==> src/rtl/speech_pkg.sv <==
// -----------------------------------------------------------------------------
// speech_pkg
// Shared constants for the speech sequencer: controller state encoding,
// default end-of-message byte and the PicoBlaze port-id map.
// -----------------------------------------------------------------------------
package speech_pkg;

    // Controller state encoding (3-bit, legacy-compatible constants).
    localparam logic [2:0] ST_IDLE      = 3'd0;
    localparam logic [2:0] ST_START     = 3'd1;
    localparam logic [2:0] ST_WAIT_DONE = 3'd2;
    localparam logic [2:0] ST_PUSH      = 3'd3;
    localparam logic [2:0] ST_ACK       = 3'd4;
    localparam logic [2:0] ST_RELEASE   = 3'd5;

    // Phoneme value that terminates a message.
    localparam logic [7:0] EOM_BYTE_DEFAULT = 8'h00;

    // PicoBlaze port ids used by the wrapper around the sequencer.
    localparam logic [7:0] PORT_ID_DATA    = 8'h00;
    localparam logic [7:0] PORT_ID_START   = 8'h20;
    localparam logic [7:0] PORT_ID_ACK     = 8'h40;
    localparam logic [7:0] PORT_ID_STATUS  = 8'h80;

endpackage

==> src/rtl/sync_fifo.sv <==
// -----------------------------------------------------------------------------
// sync_fifo
// Single-clock FIFO with show-ahead read and an occupancy count.
// Ports:
//   clk, reset_n    : clock, synchronous active-low reset
//   push, push_data : write request/data; ignored while full
//   pop             : read request; ignored while empty
//   head_data       : current head entry (don't-care while empty)
//   empty, full     : status flags
//   count           : occupancy, 0..DEPTH
// DEPTH must be a power of two (>= 2) so the pointers wrap naturally.
// -----------------------------------------------------------------------------
module sync_fifo #(
    parameter int WIDTH = 8,
    parameter int DEPTH = 4
) (
    input  logic                     clk,
    input  logic                     reset_n,
    input  logic                     push,
    input  logic [WIDTH-1:0]         push_data,
    input  logic                     pop,
    output logic [WIDTH-1:0]         head_data,
    output logic                     empty,
    output logic                     full,
    output logic [$clog2(DEPTH):0]   count
);

    localparam int AW = $clog2(DEPTH);
    localparam int CW = AW + 1;

    logic [WIDTH-1:0] mem_q [DEPTH];
    logic [WIDTH-1:0] mem_d [DEPTH];
    logic [AW-1:0]    wr_ptr_q, wr_ptr_d;
    logic [AW-1:0]    rd_ptr_q, rd_ptr_d;
    logic [CW-1:0]    count_q,  count_d;
    logic             push_ok;
    logic             pop_ok;

    assign empty     = (count_q == '0);
    assign full      = (count_q == CW'(DEPTH));
    assign count     = count_q;
    assign head_data = mem_q[rd_ptr_q];

    // Fullness is judged on the current count only, so a same-cycle pop
    // never lets a push into a full FIFO.
    assign push_ok = push & ~full;
    assign pop_ok  = pop & ~empty;

    always_comb begin
        mem_d    = mem_q;
        wr_ptr_d = wr_ptr_q;
        rd_ptr_d = rd_ptr_q;
        count_d  = count_q;
        if (push_ok) begin
            mem_d[wr_ptr_q] = push_data;
            wr_ptr_d        = wr_ptr_q + AW'(1);
        end
        if (pop_ok) begin
            rd_ptr_d = rd_ptr_q + AW'(1);
        end
        case ({push_ok, pop_ok})
            2'b10:   count_d = count_q + CW'(1);
            2'b01:   count_d = count_q - CW'(1);
            default: count_d = count_q;
        endcase
    end

    always_ff @(posedge clk) begin
        if (!reset_n) begin
            for (int i = 0; i < DEPTH; i++) begin
                mem_q[i] <= '0;
            end
            wr_ptr_q <= '0;
            rd_ptr_q <= '0;
            count_q  <= '0;
        end else begin
            mem_q    <= mem_d;
            wr_ptr_q <= wr_ptr_d;
            rd_ptr_q <= rd_ptr_d;
            count_q  <= count_d;
        end
    end

endmodule

==> src/rtl/pico_phoneme_controller.sv <==
// -----------------------------------------------------------------------------
// pico_phoneme_controller
// Requests phonemes from the PicoBlaze speech sequencer, captures each byte on
// the rising edge of pico_done, buffers it for the sample player and
// acknowledges the PicoBlaze. An end-of-message byte ends the message.
// Ports:
//   clk, reset_n           : clock, synchronous active-low reset
//   enable                 : keep requesting phonemes while high
//   start_pico             : request-next-phoneme level to the PicoBlaze
//   pico_done, pico_data   : PicoBlaze strobe (level) and phoneme byte
//   address_ready_for_pico : one-cycle acknowledge to the PicoBlaze
//   phoneme_valid/ready    : player handshake; a pop happens on any cycle where
//                            both are high, phoneme_data is the show-ahead head
//                            and stays stable until that pop
//   fifo_count             : buffer occupancy
//   msg_done               : one-cycle pulse on the end-of-message byte
//   timeout_err            : sticky flag, PicoBlaze did not answer in time
//   state_dbg              : current controller state
// -----------------------------------------------------------------------------
module pico_phoneme_controller
    import speech_pkg::*;
#(
    parameter int         FIFO_DEPTH     = 4,
    parameter int         TIMEOUT_CYCLES = 1_000_000,
    parameter logic [7:0] EOM_BYTE       = EOM_BYTE_DEFAULT
) (
    input  logic                          clk,
    input  logic                          reset_n,
    input  logic                          enable,
    output logic                          start_pico,
    input  logic                          pico_done,
    input  logic [7:0]                    pico_data,
    output logic                          address_ready_for_pico,
    output logic                          phoneme_valid,
    output logic [7:0]                    phoneme_data,
    input  logic                          phoneme_ready,
    output logic [$clog2(FIFO_DEPTH):0]   fifo_count,
    output logic                          msg_done,
    output logic                          timeout_err,
    output logic [2:0]                    state_dbg
);

    // Counter only needs to reach TIMEOUT_CYCLES-1.
    localparam int             TMO_W    = (TIMEOUT_CYCLES > 2) ? $clog2(TIMEOUT_CYCLES) : 1;
    localparam logic [TMO_W-1:0] TMO_LAST = TMO_W'(TIMEOUT_CYCLES - 1);

    logic [2:0]       state_q,       state_d;
    logic             done_q,        done_d;
    logic [7:0]       byte_q,        byte_d;
    logic             start_pico_q,  start_pico_d;
    logic             ack_q,         ack_d;
    logic             msg_done_q,    msg_done_d;
    logic             timeout_err_q, timeout_err_d;
    logic             last_eom_q,    last_eom_d;
    logic [TMO_W-1:0] tmo_cnt_q,     tmo_cnt_d;

    logic done_rise;
    logic fifo_push;
    logic fifo_pop;
    logic fifo_empty;
    logic fifo_full;

    assign done_rise = pico_done & ~done_q;
    assign fifo_pop  = phoneme_ready & ~fifo_empty;

    sync_fifo #(
        .WIDTH (8),
        .DEPTH (FIFO_DEPTH)
    ) u_fifo (
        .clk       (clk),
        .reset_n   (reset_n),
        .push      (fifo_push),
        .push_data (byte_q),
        .pop       (fifo_pop),
        .head_data (phoneme_data),
        .empty     (fifo_empty),
        .full      (fifo_full),
        .count     (fifo_count)
    );

    always_comb begin
        state_d       = state_q;
        done_d        = pico_done;
        byte_d        = byte_q;
        start_pico_d  = start_pico_q;
        ack_d         = 1'b0;
        msg_done_d    = 1'b0;
        timeout_err_d = timeout_err_q;
        last_eom_d    = last_eom_q;
        tmo_cnt_d     = tmo_cnt_q;
        fifo_push     = 1'b0;

        case (state_q)
            ST_IDLE: begin
                if (enable) begin
                    state_d = ST_START;
                end
            end
            ST_START: begin
                start_pico_d = 1'b1;
                tmo_cnt_d    = '0;
                state_d      = ST_WAIT_DONE;
            end
            ST_WAIT_DONE: begin
                // A strobe arriving on the last counted cycle still wins.
                if (done_rise) begin
                    byte_d       = pico_data;
                    start_pico_d = 1'b0;
                    state_d      = ST_PUSH;
                end else if (tmo_cnt_q == TMO_LAST) begin
                    timeout_err_d = 1'b1;
                    start_pico_d  = 1'b0;
                    state_d       = ST_IDLE;
                end else begin
                    tmo_cnt_d = tmo_cnt_q + TMO_W'(1);
                end
            end
            ST_PUSH: begin
                if (byte_q == EOM_BYTE) begin
                    msg_done_d = 1'b1;
                    last_eom_d = 1'b1;
                    state_d    = ST_ACK;
                end else if (!fifo_full) begin
                    fifo_push  = 1'b1;
                    last_eom_d = 1'b0;
                    state_d    = ST_ACK;
                end
                // Full FIFO: byte_q is held and the push retried every cycle.
            end
            ST_ACK: begin
                ack_d   = 1'b1;
                state_d = ST_RELEASE;
            end
            ST_RELEASE: begin
                // Wait for the strobe to drop so a long strobe is captured once.
                if (!pico_done) begin
                    state_d = (enable && !last_eom_q) ? ST_START : ST_IDLE;
                end
            end
            default: begin
                state_d      = ST_IDLE;
                start_pico_d = 1'b0;
            end
        endcase
    end

    always_ff @(posedge clk) begin
        if (!reset_n) begin
            state_q       <= ST_IDLE;
            done_q        <= 1'b0;
            byte_q        <= 8'h00;
            start_pico_q  <= 1'b0;
            ack_q         <= 1'b0;
            msg_done_q    <= 1'b0;
            timeout_err_q <= 1'b0;
            last_eom_q    <= 1'b0;
            tmo_cnt_q     <= '0;
        end else begin
            state_q       <= state_d;
            done_q        <= done_d;
            byte_q        <= byte_d;
            start_pico_q  <= start_pico_d;
            ack_q         <= ack_d;
            msg_done_q    <= msg_done_d;
            timeout_err_q <= timeout_err_d;
            last_eom_q    <= last_eom_d;
            tmo_cnt_q     <= tmo_cnt_d;
        end
    end

    assign start_pico             = start_pico_q;
    assign address_ready_for_pico = ack_q;
    assign msg_done               = msg_done_q;
    assign timeout_err            = timeout_err_q;
    assign phoneme_valid          = ~fifo_empty;
    assign state_dbg              = state_q;

endmodule
==> config.mk <==
export PLATFORM = sky130hd
export DESIGN_NAME = pico_phoneme_controller
export DESIGN_NICKNAME = d
export VERILOG_FILES = /design/src/rtl/speech_pkg.sv /design/src/rtl/sync_fifo.sv /design/src/rtl/pico_phoneme_controller.sv
export SDC_FILE = /design/constraint.sdc
export NUM_CORES = 1
export LEC_CHECK = 0
export ABC_AREA = 1
export CAP_MARGIN = 20
export CORE_MARGIN = 2
export CORE_UTILIZATION = 40
export CTS_CLUSTER_DIAMETER = 150
export DETAILED_ROUTE_END_ITERATION = 10
export GPL_ROUTABILITY_DRIVEN = 0
export GPL_TIMING_DRIVEN = 0
export PLACE_DENSITY = 0.59
export REMOVE_ABC_BUFFERS = 1
export SYNTH_ARGS = -nofsm -noshare
export SYNTH_HDL_FRONTEND = slang
export SYNTH_SLANG_ARGS = --single-unit
==> constraint.sdc <==
create_clock -name clk -period 3.6 [get_ports clk]
set_input_delay 0.72 -clock clk [delete_from_list [all_inputs] [get_ports clk]]
set_output_delay 0.72 -clock clk [all_outputs]
set_load 0.01 [all_outputs]
# --- Yosys cells after proc, flatten, opt, wreduce, memory -nomap -nowiden ---
# Cells that the tools add are included.
word_totals:
  reg_bits: 76
  in_bits: 13
  output_inout_bits: 19
  elab_cells: 95
op_classes:
  n_addsub: 5
  magnitude_cmp: 3
  eq_ne: 16
  mux: 28
  n_bitwise: 11
  reduce_logical: 16
ops:
  columns: ["cell", "n"]
  rows:
  - ["$mux W20", 2]
  - ["$pmux W20 S2", 1]
  - ["$bwmux W32", 1]
  - ["$mux W8", 3]
  - ["$add A20 B1 Y20 const B", 1]
  - ["$eq A20 B20 Y1 const B", 1]
  - ["$mux W3", 6]
  - ["$pmux W3 S6", 1]
  - ["$bmux W8 S2", 1]
  - ["$demux W8 S2", 1]
  - ["$mux W1", 10]
  - ["$eq A3 B3 Y1 const B", 3]
  - ["$logic_not A8 Y1", 1]
  - ["$ne A2 B2 Y1 const B", 4]
  - ["$reduce_and A2 Y1", 4]
  - ["$eq A3 B2 Y1 const B", 2]
  - ["$ge A3 B3 Y1 const B", 2]
  - ["$logic_not A3 Y1", 2]
  - ["$ne A3 B3 Y1 const B", 2]
  - ["$not A2 Y3", 2]
  - ["$pmux W3 S2", 1]
  - ["$reduce_and A3 Y1", 2]
  - ["$not A1 Y1", 5]
  - ["$add A2 B1 Y2 const B", 2]
  - ["14 further kinds", 19]

# --- Logic depth before layout (Yosys ltp) ---
logic_depth:
  ltp_word: 7
  ltp_mapped: 11
  depth_no_buf: 11

# --- Modules after synthesis ---
# From an unflattened synthesis, not the netlist that was laid out.
unflattened:
  hier_cells: 689
  area_unflattened_um2: 4321.6
by_module_without_submodules:
  columns: ["module", "instances", "cells_per_inst", "area_per_inst_um2", "seq_area_each_um2"]
  rows:
  - ["sync_fifo", 1, 354, 2233.4, 780.7]
  - ["pico_phoneme_controller", 1, 335, 2088.3, 740.7]

# --- Worst setup path after synthesis ---
# OpenSTA, ideal clock, no wires.
synth_timing:
  path_type: "input to register"
  start: "input port phoneme_ready"
  end: "register u_fifo.count_q[2] (netlist: u_fifo.count[2])"
  setup_time_ns: 0.122
  t_arrival_ns: 1.796
  required_ns: 3.478
  slack_ns: 1.682
  stages: 9
  path_buffers: 0
  cell_sequence: "nand2_1 > inv_1 > ha_1 > inv_1 > fa_1 > a21oi_1 > o21ai_0 > o21ai_0 > a21oi_1"
synth_between:
  elab_chain_len: 4
  elab_cells_between_ends: 6
  classes_between: "eq/ne (2); mux (1); bitwise (2); reduce/logical (1)"
synth_rtl:
  columns: ["item", "line", "source"]
  rows:
  - ["start, declared", "pico_phoneme_controller.sv:36", "input logic phoneme_ready,"]
  - ["$and A1 B1 Y1 *", "pico_phoneme_controller.sv:64", "assign fifo_pop = phoneme_ready & ~fifo_empty;"]
  - ["$and A1 B1 Y1 *", "sync_fifo.sv:47", "assign pop_ok = pop & ~empty;"]
  - ["named net u_fifo.pop_ok", "sync_fifo.sv:37", "logic pop_ok;"]
  - ["$eq A2 B1 Y1 / $eq A2 B2 Y1 (equally long branches)", "sync_fifo.sv:61", "case ({push_ok, pop_ok})"]
  - ["$pmux W3 S2 / $reduce_bool A2 Y1 (equally long branches)", null, null]
  - ["end signal, assigned", "sync_fifo.sv:80", "count_q <= count_d;"]
  - ["end, declared", "sync_fifo.sv:35", "logic [CW-1:0] count_q, count_d;"]
# The timed path passes the listed nets; every way through them passes the cells marked *.
# A chain may end at the register's enable or synchronous reset.

# --- Worst setup path in the final report ---
layout_timing:
  start: "register u_fifo.rd_ptr_q[0]"
  end: "output port phoneme_data[0]"
layout_between:
  elab_chain_len: 4
layout_rtl:
  columns: ["item", "line", "source"]
  rows:
  - ["start, declared", "sync_fifo.sv:34", "logic [AW-1:0] rd_ptr_q, rd_ptr_d;"]
  - ["start signal, assigned", "sync_fifo.sv:79", "rd_ptr_q <= rd_ptr_d;"]
  - ["$not A2 Y3 (not written as such)", "sync_fifo.sv:42", "assign head_data = mem_q[rd_ptr_q];"]
  - ["$bmux W8 S2", "sync_fifo.sv:42", null]
  - ["$mux W8 (not written as such) (2 in series)", "sync_fifo.sv:42", null]
  - ["end, declared", "pico_phoneme_controller.sv:35", "output logic [7:0] phoneme_data,"]
# Every way passes these cells. The select of a mux whose other input is x is not followed.

==> results.toml <==
[run_status]
status = "complete, no violations"

[hold_path]
hold_path.startpoint = "start_pico$_SDFFE_PN0P_"
worstHoldPathType = "reg -> reg"

[route]
drt-initial-drc-count = 134
dr_total_vias = 3629
antenna_left = 0
finalWirelength_um = 9739
wire_per_inst_um = 13.74
drcViolationCount = 0
drt_first_pass_iters = 5
via_per_inst = 5.118

[cts]
cts.sinks = 76
clock_path_buffers = 2
post_cts_resized = 0
post_cts_buffers = 0
cts_tree = "built"
hold_buffers = 0
clk_pin_slew_worst_paths_ns = 0.08
htree_levels = 3
clockRootBuffer = "clkbuf_8"
clock_latency_ns = 0.35
numCtsBuffers = 9

[critical_path]
slowest_stage = "dfxtp_1"
worstPathCellList = "inv_1 > o21ai_0 > o22ai_1 > clkdlybuf4s50_1"
critical_path_peak_fanout = 18
r2r-start = "byte_q[5]$_SDFFE_PN0P_"
worstRegToRegCells = 10
regToRegSetupSlack_ns = 1.34
endpoint_kind = "primary output"
worstSetupPathType = "reg -> out"
crit_buf_inv = 2
cp_top_family = "buffers and inverters"
crit_arrival_ns = 2.43
slowest_delay_ns = 0.72
crit_start = "u_fifo.rd_ptr_q[0]$_SDFFE_PN0P_"
setup.worst_path.end = "phoneme_data[0]"
cp_num_cells = 4
cp-start-kind = "flip-flop"
worstPathRequired_ns = 2.88
reg2reg_to = "u_fifo.count[2]$_SDFFE_PN0P_"

[place]
port_buffers = 31
hpwl_um = 6409
placed_cell_area_um2 = 4131
pre_cts_slack_ns = 0.7994

[final_layout]
n_antenna_cell = 0
nNetsFinal = 613
final_layout_size_suffix_gt1_share_pct = 6.689
area_delta_synth_final_pct = 14.00
fin_util_pct = 46.86
final_cell_area_um2 = 4309

[floorplan]
die_x_um = 101.2
ioPinCount = 32
dieArea_um2 = 10240
core_area_um2 = 9196
die_height_um = 101.2
core.rowCount = 35
initial_core_util_pct = 41.10

[power_and_ir_drop]
p_int_uw = 1467
powerDensity_nw_per_um2 = 547.3
p_leak_uw = 0.001794
comb_power_share_pct = 32.4
irDropWorstVdd_mv = 0.2878
p_seq_share_pct = 42.2
clkPwrFrac_pct = 25.3
total_power_uw = 2358
sw_frac_of_total_pct = 37.79
power.switching_uw = 891.4

[synthesis]
synth_edf_count = 0
synth_top_area_cell = "dfxtp_1"
yosysWarnings = 0
avgSynthCellArea_um2 = 6.655
async_flop_share_pct = 0
yosys.area.top_type_share_pct = 40.25
syn-instance-count = 568
synth_seq_area_share_pct = 40.25
ys.flop_type = "dfxtp_1"
synthTopCellsByArea = "dfxtp_1 (40%), nor2_1 (16%), nand2_1 (8.8%), o21ai_0 (8.6%), inv_1 (4.3%)"
ys_seq_elements = 76
synth_area_um2 = 3780
yosysUniqueCellTypes = 30

[grt]
grt_pass1_wl_um = 16200
grt_start_max_net_pins = 60
grt_overflow = 0
antenna_found_initial = 0
grt_pass1_vias = 3379
grt_use_total_pct = 20.07

[timing]
slew_violations = 0
setup_viol = 0
hold_viol = 0
tightest_slew_ns = 0.9829
worst_slack_ns = 0.4455
fmax_mhz = 317.0
rsz0062_at_grt = "no"
setup_tns_ns = 0
period_needed_ns = 3.154
skew_ns = 0.01764
maxSlewHeadroom_pct = 34.47
final.period_utilization_pct = 87.62

[job]
drv_cap = 0
[Yosys cell counts (2+ instances only)]
master    instances
nor2_1          157
inv_1            43
xnor2_1           2
inv_2             5
clkinv_1          2
a21oi_1          30
nand3_1          30
dfxtp_1          76
buf_2             2
nand2_1          89
nand2_2           6
ha_1              6
clkbuf_1         10
o22ai_1           8
o21ai_0          65
nand3_2           4
nand4_1          10
nor3_1            5
nor2_2            5
buf_6             3
[sequential cells by signal, summed over array words and instances (netlist names)]
signal	count
u_fifo.rd_ptr_q	2
done_q	1
u_fifo.count	3
state_dbg	3
tmo_cnt_q	20
byte_q	8
start_pico	1
timeout_err	1
address_ready_for_pico	1
u_fifo.mem_q	32
u_fifo.wr_ptr_q	2
msg_done	1
last_eom_q	1
[logic make-up after synthesis]
group / share of synthesized area (%)
AOI/OAI and AO/OA: 14.13
buffers and inverters: 7.415
and+or+nand+nor: 34.99
DFF: 40.25
adders and majority gates: 2.516
xor gates and xnor gates: 0.6953
[per-stage QoR]
| step | std cells | hold WS [ns] |
|---|---|---|
| finish | 709 | 0.4675 |
| global route | 709 | 0.4875 |
| CTS | 709 | 0.4734 |
| detailed placement | 693 | 0.4613 |
| floorplan | 551 | 0.4622 |
| global placement | 693 | 0.4486 |
[how the worst min path moves through the flow]
stage	to	slack, ns	cells after the start
2_1_floorplan	last_eom_q$_SDFFE_PN0P_	0.46	1
3_3_place_gp	start_pico$_SDFFE_PN0P_	0.45	2
3_5_place_dp	start_pico$_SDFFE_PN0P_	0.46	2
4_1_cts	start_pico$_SDFFE_PN0P_	0.47	2
5_1_grt	start_pico$_SDFFE_PN0P_	0.49	2
6_report	start_pico$_SDFFE_PN0P_	0.47	2
[power by group through the flow]
stage / combinational (µW) / sequential, µW / clock (µW)
final: 765 / 996 / 598
after global routing: 858 / 1010 / 646
after CTS: 770 / 994 / 613
after detailed placement: 767 / 1010 / 0
after global placement: 763 / 1010 / 0
after floorplan: 448 / 1000 / 0
[placed cells by master (no fill, tap or decap), types with 2 or more instances in the layout]
cell / n
a21oi_1: 30
clkbuf_8: 10
clkdlybuf4s50_1: 30
clkinv_1: 2
clkinvlp_4: 3
dfxtp_1: 76
ha_1: 6
inv_1: 43
inv_2: 5
nand2_1: 89
nand2_2: 6
nand3_1: 30
nand3_2: 4
nand4_1: 10
nor2_1: 157
nor2_2: 5
nor3_1: 5
o21ai_0: 65
o22ai_1: 8
xnor2_1: 2
[per-layer routing]
layer,GRT usage [%],vias up,share of wire [%]
li1,-,1884,-
met1,28.90,1658,51
met2,30.41,75,44
met3,4.141,12,4.6
met4,5.925,0,1.1
met5,0,-,0
[worst reg2reg max path: stages, from the launching register on]
cell,delay [ns]
dfxtp_1,0.38
nor2_1,0.16
nand4_1,0.29
nand3_4,0.24
ha_1,0.17
inv_1,0.06
fa_1,0.38
a21oi_1,0.14
o21ai_0,0.11
o21ai_0,0.17
a21oi_1,0.06
[area by class of cell]
cell class | count | area, µm²
clock buffers | 11 | 141.4
clock inverters | 5 | 36.28
fillers | 960 | 4887
inverters | 50 | 187.7
multi-input cells | 425 | 1978
flip-flops and latches | 76 | 1521
well taps | 111 | 138.9
repair buffers | 31 | 305.3
Power figures use the tool's default switching activity.
